$ cat config.mk
export PLATFORM = sky130hd
export DESIGN_NAME = mvm3_ctrl
export DESIGN_NICKNAME = d
export VERILOG_FILES = /design/src/rtl/mvm3_pkg.sv /design/src/rtl/mvm3_modn_cnt.sv /design/src/rtl/mvm3_ctrl.sv
export SDC_FILE = /design/constraint.sdc
export NUM_CORES = 1
export LEC_CHECK = 0
export CAP_MARGIN = 10
export CORE_MARGIN = 2
export CORE_UTILIZATION = 35
export CTS_BUF_LIST = sky130_fd_sc_hd__clkbuf_16
export CTS_CLUSTER_DIAMETER = 80
export CTS_CLUSTER_SIZE = 25
export DETAILED_ROUTE_END_ITERATION = 8
export GPL_ROUTABILITY_DRIVEN = 0
export SETUP_SLACK_MARGIN = 0.5
export SLEW_MARGIN = 20
export SYNTH_ARGS = -nofsm -noshare
export SYNTH_HDL_FRONTEND = slang
export SYNTH_SLANG_ARGS = --single-unit
$ cat constraint.sdc
create_clock -name clk -period 2.75 [get_ports clk]
set_clock_uncertainty 0.2 [all_clocks]
set_input_delay 0.6875 -clock clk [delete_from_list [all_inputs] [get_ports clk]]
set_output_delay 0.6875 -clock clk [all_outputs]
set_load 0.02 [all_outputs]
$ cat src/rtl/mvm3_pkg.sv
// Shared constants and state type for the 3x3 matrix-vector multiply controller.
package mvm3_pkg;

  localparam int N        = 3;
  localparam int ADDR_A_W = 4;
  localparam int ADDR_X_W = 2;
  localparam int IN_W     = 8;
  localparam int OUT_W    = 16;

  typedef enum logic [2:0] {
    IDLE,
    LOAD,
    COMPUTE,
    DRAIN,
    OUTPUT
  } state_e;

endpackage

$ cat src/rtl/mvm3_modn_cnt.sv
// Mod-N up counter with enable, synchronous clear and terminal-count flag.
module mvm3_modn_cnt #(
  parameter int N = 3,
  parameter int W = 2
) (
  input  logic         clk_i,
  input  logic         rst_ni,
  input  logic         en_i,
  input  logic         clr_i,
  output logic [W-1:0] cnt_o,
  output logic         tc_o
);

  logic [W-1:0] cnt_q, cnt_d;

  assign tc_o  = (cnt_q == W'(N - 1));
  assign cnt_o = cnt_q;

  // Clear has priority over counting.
  always_comb begin
    cnt_d = cnt_q;
    if (clr_i) begin
      cnt_d = '0;
    end else if (en_i) begin
      cnt_d = tc_o ? '0 : cnt_q + W'(1);
    end
  end

  always_ff @(posedge clk_i or negedge rst_ni) begin
    if (!rst_ni) begin
      cnt_q <= '0;
    end else begin
      cnt_q <= cnt_d;
    end
  end

endmodule

$ cat src/rtl/mvm3_ctrl.sv
// Controller for a 3x3 matrix-vector multiply: loads A and x, then streams
// one row dot-product at a time to an external memory/MAC datapath.
module mvm3_ctrl #(
  parameter int N = 3
) (
  input  logic                          clk,
  input  logic                          reset,
  input  logic                          s_valid,
  output logic                          s_ready,
  output logic                          m_valid,
  input  logic                          m_ready,
  output logic                          wr_en_a,
  output logic [mvm3_pkg::ADDR_A_W-1:0] addr_a,
  output logic                          wr_en_x,
  output logic [mvm3_pkg::ADDR_X_W-1:0] addr_x,
  output logic                          clear_acc,
  output logic                          en_acc
);

  import mvm3_pkg::*;

  localparam logic [ADDR_A_W-1:0] NumA    = ADDR_A_W'(N * N);
  localparam logic [ADDR_A_W-1:0] LastIn  = ADDR_A_W'(N * N + N - 1);
  localparam logic [1:0]          LastRow = 2'(N - 1);

  state_e              state_q, state_d;
  logic [ADDR_A_W-1:0] k_q, k_d;
  logic [1:0]          r_q, r_d;
  logic                en_acc_q, clear_acc_q;
  logic [ADDR_X_W-1:0] col;
  logic                col_tc, col_en, col_clr;
  logic                accept;

  assign accept    = (state_q == LOAD) && s_valid;
  assign en_acc    = en_acc_q;
  assign clear_acc = clear_acc_q;

  mvm3_modn_cnt #(
    .N(N),
    .W(ADDR_X_W)
  ) u_col_cnt (
    .clk_i (clk),
    .rst_ni(reset),
    .en_i  (col_en),
    .clr_i (col_clr),
    .cnt_o (col),
    .tc_o  (col_tc)
  );

  // Accumulator controls trail COMPUTE by one cycle to match memory read latency.
  always_ff @(posedge clk or negedge reset) begin
    if (!reset) begin
      state_q     <= IDLE;
      k_q         <= '0;
      r_q         <= '0;
      en_acc_q    <= 1'b0;
      clear_acc_q <= 1'b0;
    end else begin
      state_q     <= state_d;
      k_q         <= k_d;
      r_q         <= r_d;
      en_acc_q    <= (state_q == COMPUTE);
      clear_acc_q <= (state_q == COMPUTE) && (col == '0);
    end
  end

  always_comb begin
    state_d = state_q;
    k_d     = k_q;
    r_d     = r_q;
    col_en  = 1'b0;
    col_clr = 1'b0;
    s_ready = 1'b0;
    m_valid = 1'b0;
    wr_en_a = 1'b0;
    wr_en_x = 1'b0;
    addr_a  = '0;
    addr_x  = '0;
    unique case (state_q)
      IDLE: begin
        state_d = LOAD;
        k_d     = '0;
      end
      LOAD: begin
        s_ready = 1'b1;
        // The first N*N elements fill A, the remaining N fill x.
        if (k_q < NumA) begin
          addr_a = k_q;
        end else begin
          addr_x = ADDR_X_W'(k_q - NumA);
        end
        if (accept) begin
          wr_en_a = (k_q < NumA);
          wr_en_x = !(k_q < NumA);
          if (k_q == LastIn) begin
            state_d = COMPUTE;
            k_d     = '0;
            r_d     = '0;
            col_clr = 1'b1;
          end else begin
            k_d = k_q + ADDR_A_W'(1);
          end
        end
      end
      COMPUTE: begin
        addr_a = ADDR_A_W'(N) * ADDR_A_W'(r_q) + ADDR_A_W'(col);
        addr_x = col;
        col_en = 1'b1;
        if (col_tc) begin
          state_d = DRAIN;
        end
      end
      DRAIN: begin
        state_d = OUTPUT;
      end
      OUTPUT: begin
        m_valid = 1'b1;
        if (m_ready) begin
          if (r_q == LastRow) begin
            state_d = LOAD;
            r_d     = '0;
            k_d     = '0;
          end else begin
            state_d = COMPUTE;
            r_d     = r_q + 2'd1;
            col_clr = 1'b1;
          end
        end
      end
      default: begin
        state_d = IDLE;
      end
    endcase
  end

endmodule

After elaboration in Yosys (flattened, before gate mapping)
Cells that the tools add are included.

word-level totals
  output and inout port bits = 12
  register bits = 13

cells by class
  $lt $le $gt $ge = 1
  equal/unequal tests = 12
  reductions and logical operators = 11
  multiplexer cells = 35
  add/sub/neg operators = 5
  $mul = 1

operator list
  operator                                                                count
  4-bit two-way mux                                                       5
  2-bit two-way mux                                                       9
  3-bit one-hot mux with 5 select lines                                   1
  3-bit two-way mux                                                       4
  4-bit one-hot mux with 3 select lines                                   1
  4-bit AND reduction                                                     3
  1-bit two-way mux                                                       11
  2-bit one-hot mux with 2 select lines                                   2
  4-bit one-hot mux with 2 select lines                                   1
  3-bit by 2-bit equality test with 1-bit output (second input constant)  2
  2-bit != test (second input constant)                                   3
  2-bit by 1-bit adder with 2-bit output (second input constant)          2
  4-bit by 1-bit adder with 4-bit output (second input constant)          1
  4-bit by 2-bit adder with 4-bit output                                  1
  2-bit equality test (second input constant)                             2
  4-bit equality test (second input constant)                             1
  4-bit less-than comparator (second input constant)                      1
  2-bit by 2-bit multiplier with 4-bit output (first input constant)      1
  2-bit by 1-bit != test with 1-bit output (second input constant)        2
  2-bit nonzero test                                                      2
  3-bit by 1-bit equality test with 1-bit output (second input constant)  1
  3-bit equality test (second input constant)                             1
  3-bit zero test                                                         1
  3-bit nonzero test                                                      1
  other kinds (5)                                                         6

Depth between registers and ports, before layout
  depth in word-level cells = 5
  gate-level depth with buffers = 5
  depth with buffers taken out = 5

Cells and area by module
Synthesis repeated with hierarchy kept, for this count alone.

second synthesis, totals
  cell total of the unflattened synthesis = 105
  area total of the unflattened synthesis = 922.1 µm²

by module, submodules not included
  module         cells an instance  sequential area each (µm²)  instances  area an instance (µm²)
  mvm3_ctrl      96                 275.3                       1          827.0
  mvm3_modn_cnt  9                  50.0                        1          95.1

Worst setup path after synthesis
Ideal clock, no wire load.

  kind = register to output
  from = register r_q[0]
  to = output addr_a[2] (netlist bit)
  data required time = 1.862 ns
  path slack = -0.186 ns
  cell stages (with the launch flop) = 6
  buffers on the path = 0
  data arrival time = 2.049 ns
  cells stage by stage = dfrtp_1 > fa_1 > ha_1 > inv_1 > fa_1 > o21ai_0

between the ends
  longest elaborated chain between the ends = 3

RTL lines
  what                                         RTL line          source
  start, declared                              mvm3_ctrl.sv:28   logic [1:0] r_q, r_d;
  start signal, assigned                       mvm3_ctrl.sv:61   r_q <= r_d;
  2-bit by 2-bit multiplier with 4-bit output  mvm3_ctrl.sv:106  addr_a = ADDR_A_W'(N) * ADDR_A_W'(r_q) + ADDR_A_W'(col);
  4-bit by 2-bit adder with 4-bit output       mvm3_ctrl.sv:106
  4-bit one-hot mux with 2 select lines        mvm3_ctrl.sv:79   unique case (state_q)
  end, declared                                mvm3_ctrl.sv:13   output logic [mvm3_pkg::ADDR_A_W-1:0] addr_a,

No other way between the ends.

Worst setup path after layout
Same ends and word-level chain as after synthesis.

==> impl_metrics.json <==
{
  "status": "finished with violations",
  "violations": "setup timing",
  "crit_type": "flip-flop to output pin",
  "syn_inst": 101,
  "reg2reg_depth": 7,
  "maxCapViolCount": 0,
  "synth_edf_count": 0,
  "vias": 918,
  "min_period_ns": 2.98,
  "dr.pass1.iters": 4,
  "hold_ws_ns": 0.388,
  "layout_setup_ws_ns": -0.229,
  "synth_nets": 114,
  "synth_cell_type_count": 37,
  "postLayoutCoreUtil_pct": 58.9,
  "start_kind": "flip-flop",
  "yosysMostFrequentCell": "dfrtp_1",
  "grt_pass1_wl_um": 4340,
  "ys_top_cells_by_count": "dfrtp_1, inv_1, nand2_1",
  "drive_above_1_share_pct": 52.1,
  "async_flop_share_pct": 100,
  "clock_path_buffers": 2,
  "crit_path_end_kind": "output pin",
  "hold-path-cell-count": 2,
  "cts_num_sinks": 13,
  "coreArea_um2": 2690,
  "cp_max_fo": 2,
  "nets": 158,
  "vdd_ir_drop_max_v": 0.000711,
  "grt_max_degree": 14,
  "min-delay-start": "k_q[1]$_DFFE_PN0P_",
  "initial_core_util_pct": 36.1,
  "wl_per_cell_um": 16.0,
  "yosysWarningCount": 0,
  "path_cells": "fa_1 > ha_2 > inv_2 > fa_2 > o21ai_4 > buf_6",
  "wirelength_um": 2810,
  "avgViaCountPerCell": 5.25,
  "h-tree-depth": 1,
  "synth_ff_type": "dfrtp_1",
  "dieWidth_um": 56.6,
  "worstPathRequired_ns": 1.86,
  "power_leakage_nw": 0.745,
  "synth_area_leaders": "dfrtp_1, ha_1, inv_1",
  "max_freq_mhz": 336,
  "cts_root_buffer": "clkbuf_16",
  "num_antenna_cells": 0,
  "drv_slew": 0,
  "fp-row-count": 19,
  "synth_top_area_share_pct": 33.6,
  "maxSlewHeadroom_pct": 59.5,
  "setup_violations": 2,
  "place_hpwl_um": 1930,
  "critPathSlowestCell": "fa_1",
  "drt_iter0_drc": 18,
  "slowest_delay_ns": 0.55,
  "period_share_pct": 108,
  "num_io_pins": 16,
  "r2r_start": "state_q[0]$_DFFE_PN0P_",
  "die_area_um2": 3200,
  "hp-class": "flip-flop to flip-flop",
  "avgSynthCellArea_um2": 9.59,
  "powerDensity_nw_per_um2": 916,
  "numCtsBuffers": 3,
  "rsz0062_at_grt": "true",
  "clk_pin_slew_ns": 0.05,
  "yosys.area.top_type": "dfrtp_1",
  "drt_drc_violations_left": 0,
  "hold_violations": 0,
  "grt_pass1_vias": 921,
  "grt.overflow.total": 0,
  "pre_cts_ws_ns": -0.450,
  "rr_endpoint": "r_q[1]$_DFFE_PN0P_",
  "areaGrowthSynthToFinish_pct": 63.3,
  "antenna_found_initial": 0,
  "port_buffers": 15,
  "die_y_um": 56.6,
  "cts_tree": "built",
  "worst_slew_pin_slew_ns": 0.605,
  "synth-seq-cells": 13,
  "cp_data_arrival_time_ns": 2.09,
  "clk_latency_ns": 0.24,
  "grtUsageTotal_pct": 17.7,
  "cts_hold_buffers": 0,
  "syn_area_um2": 968,
  "r2r_slack_ns": 0.63,
  "antenna_left": 0,
  "hold_path_end": "k_q[1]$_DFFE_PN0P_",
  "yosysSeqAreaShare_pct": 33.6
}
==> routing by layer <==
layer / GRT usage (%) / wire [µm] / vias up / part of all wire, %
met5: 0 / 0 / - / 0
met4: 4.76 / 40 / 0 / 1.4
met3: 4.38 / 91 / 4 / 3.2
met2: 29.1 / 1410 / 17 / 50
met1: 23.2 / 1260 / 448 / 45
li1: - / - / 449 / -
==> per-stage QoR <==
stage / std cells / total power, W / setup TNS [ns] / cell area, µm²
2_1_floorplan: 101 / 0.000713 / 0 / 1010
3_5_place_dp: 159 / 0.000972 / -1.33 / 1290
4_1_cts: 170 / 0.00133 / -0.410 / 1480
5_1_grt: 175 / 0.00154 / -0.462 / 1580
3_3_place_gp: 159 / 0.000961 / -1.25 / 1290
6_report: 175 / 0.00145 / -0.338 / 1580
==> flip-flops by register name, indices dropped and copies added (netlist names) <==
| signal | flops |
|---|---|
| u_col_cnt.cnt_o | 2 |
| clear_acc | 1 |
| k_q | 4 |
| state_q | 3 |
| en_acc | 1 |
| r_q | 2 |
==> where the power goes <==
group	switching, W	internal [W]	total (W)	leakage (nW)
combinational	0.000429	0.000463	0.000892	0.534
clock	0.0000789	0.000192	0.000271	0.0423
sequential	0.0000441	0.000243	0.000287	0.168
total	0.000552	0.000898	0.00145	0.745
==> repair_timing <==
action	CTS	global route
endpoints found under the setup margin	10	9
resized for setup	71	20
pin swaps	8	8
buffers inserted	7	5
==> critical path, delay by kind of cell, from the launching register on <==
kind                     cells  cell delay (ns)
buffers and inverters        2             0.16
adder cells (fa/ha/maj)      3             1.26
flip-flops                   1             0.39
AO/OA/AOI/OAI                1             0.05
==> placed cells by master (no fill, tap or decap), types with 2 or more instances in the layout <==
master           netlist  routed
a21oi_1                3       2
nand4b_1               3       3
nand4_1                2       2
o211ai_1               2       2
nor3b_4                1       2
nand2_2                0       2
dfrtp_2                0       2
inv_1                 12       9
ha_1                   7       4
nor2_1                 4       3
nor4b_1                2       2
buf_4                  1      25
mux2i_1                2       2
ha_4                   0       2
nand3b_1               4       4
o21ai_2                0       2
inv_2                  0       3
a221o_1                4       4
nor2b_1                2       2
o21ai_0                6       2
clkdlybuf4s50_1        0       4
a21oi_2                1       2
clkbuf_16              0       3
nand2_1                8       5
buf_6                  1      12
o21ai_4                0       2
dfrtp_1               13      11
==> cell families (layout without fill, tap and decap cells) <==
logic type	Yosys count	after routing	share of synthesized area, %
AOI/OAI and AO/OA	22	22	16.9
adders and majority gates	9	9	13.2
buffers and inverters	17	60	8.14
DFF	13	13	33.6
muxes	2	2	2.07
and+or+nand+nor	38	38	26.1
==> area by class of cell <==
cell class | instances | area [µm²]
Fill cell | 234 | 1100
Multi-Input combinational cell | 71 | 701
Timing Repair Buffer | 44 | 388
Sequential cell | 13 | 328
Clock buffer | 3 | 75.1
Inverter | 12 | 47.5
Tap cell | 31 | 38.8
Clock inverter | 1 | 3.75
==> how the worst max path moves through the flow <==
stage | from | to | slack, ns | cells past startpoint
after global routing | r_q[0]$_DFFE_PN0P_ | addr_a[2] | -0.28 | 6
after floorplan | r_q[0]$_DFFE_PN0P_ | addr_a[2] | 0.09 | 5
final | r_q[0]$_DFFE_PN0P_ | addr_a[2] | -0.23 | 6
after detailed placement | r_q[0]$_DFFE_PN0P_ | addr_a[2] | -0.45 | 6
after global placement | r_q[0]$_DFFE_PN0P_ | addr_a[2] | -0.41 | 6
after CTS | u_col_cnt.cnt_o[1]$_DFFE_PN0P_ | addr_a[2] | -0.26 | 6
No activity file was read; power rests on OpenSTA's default activity.
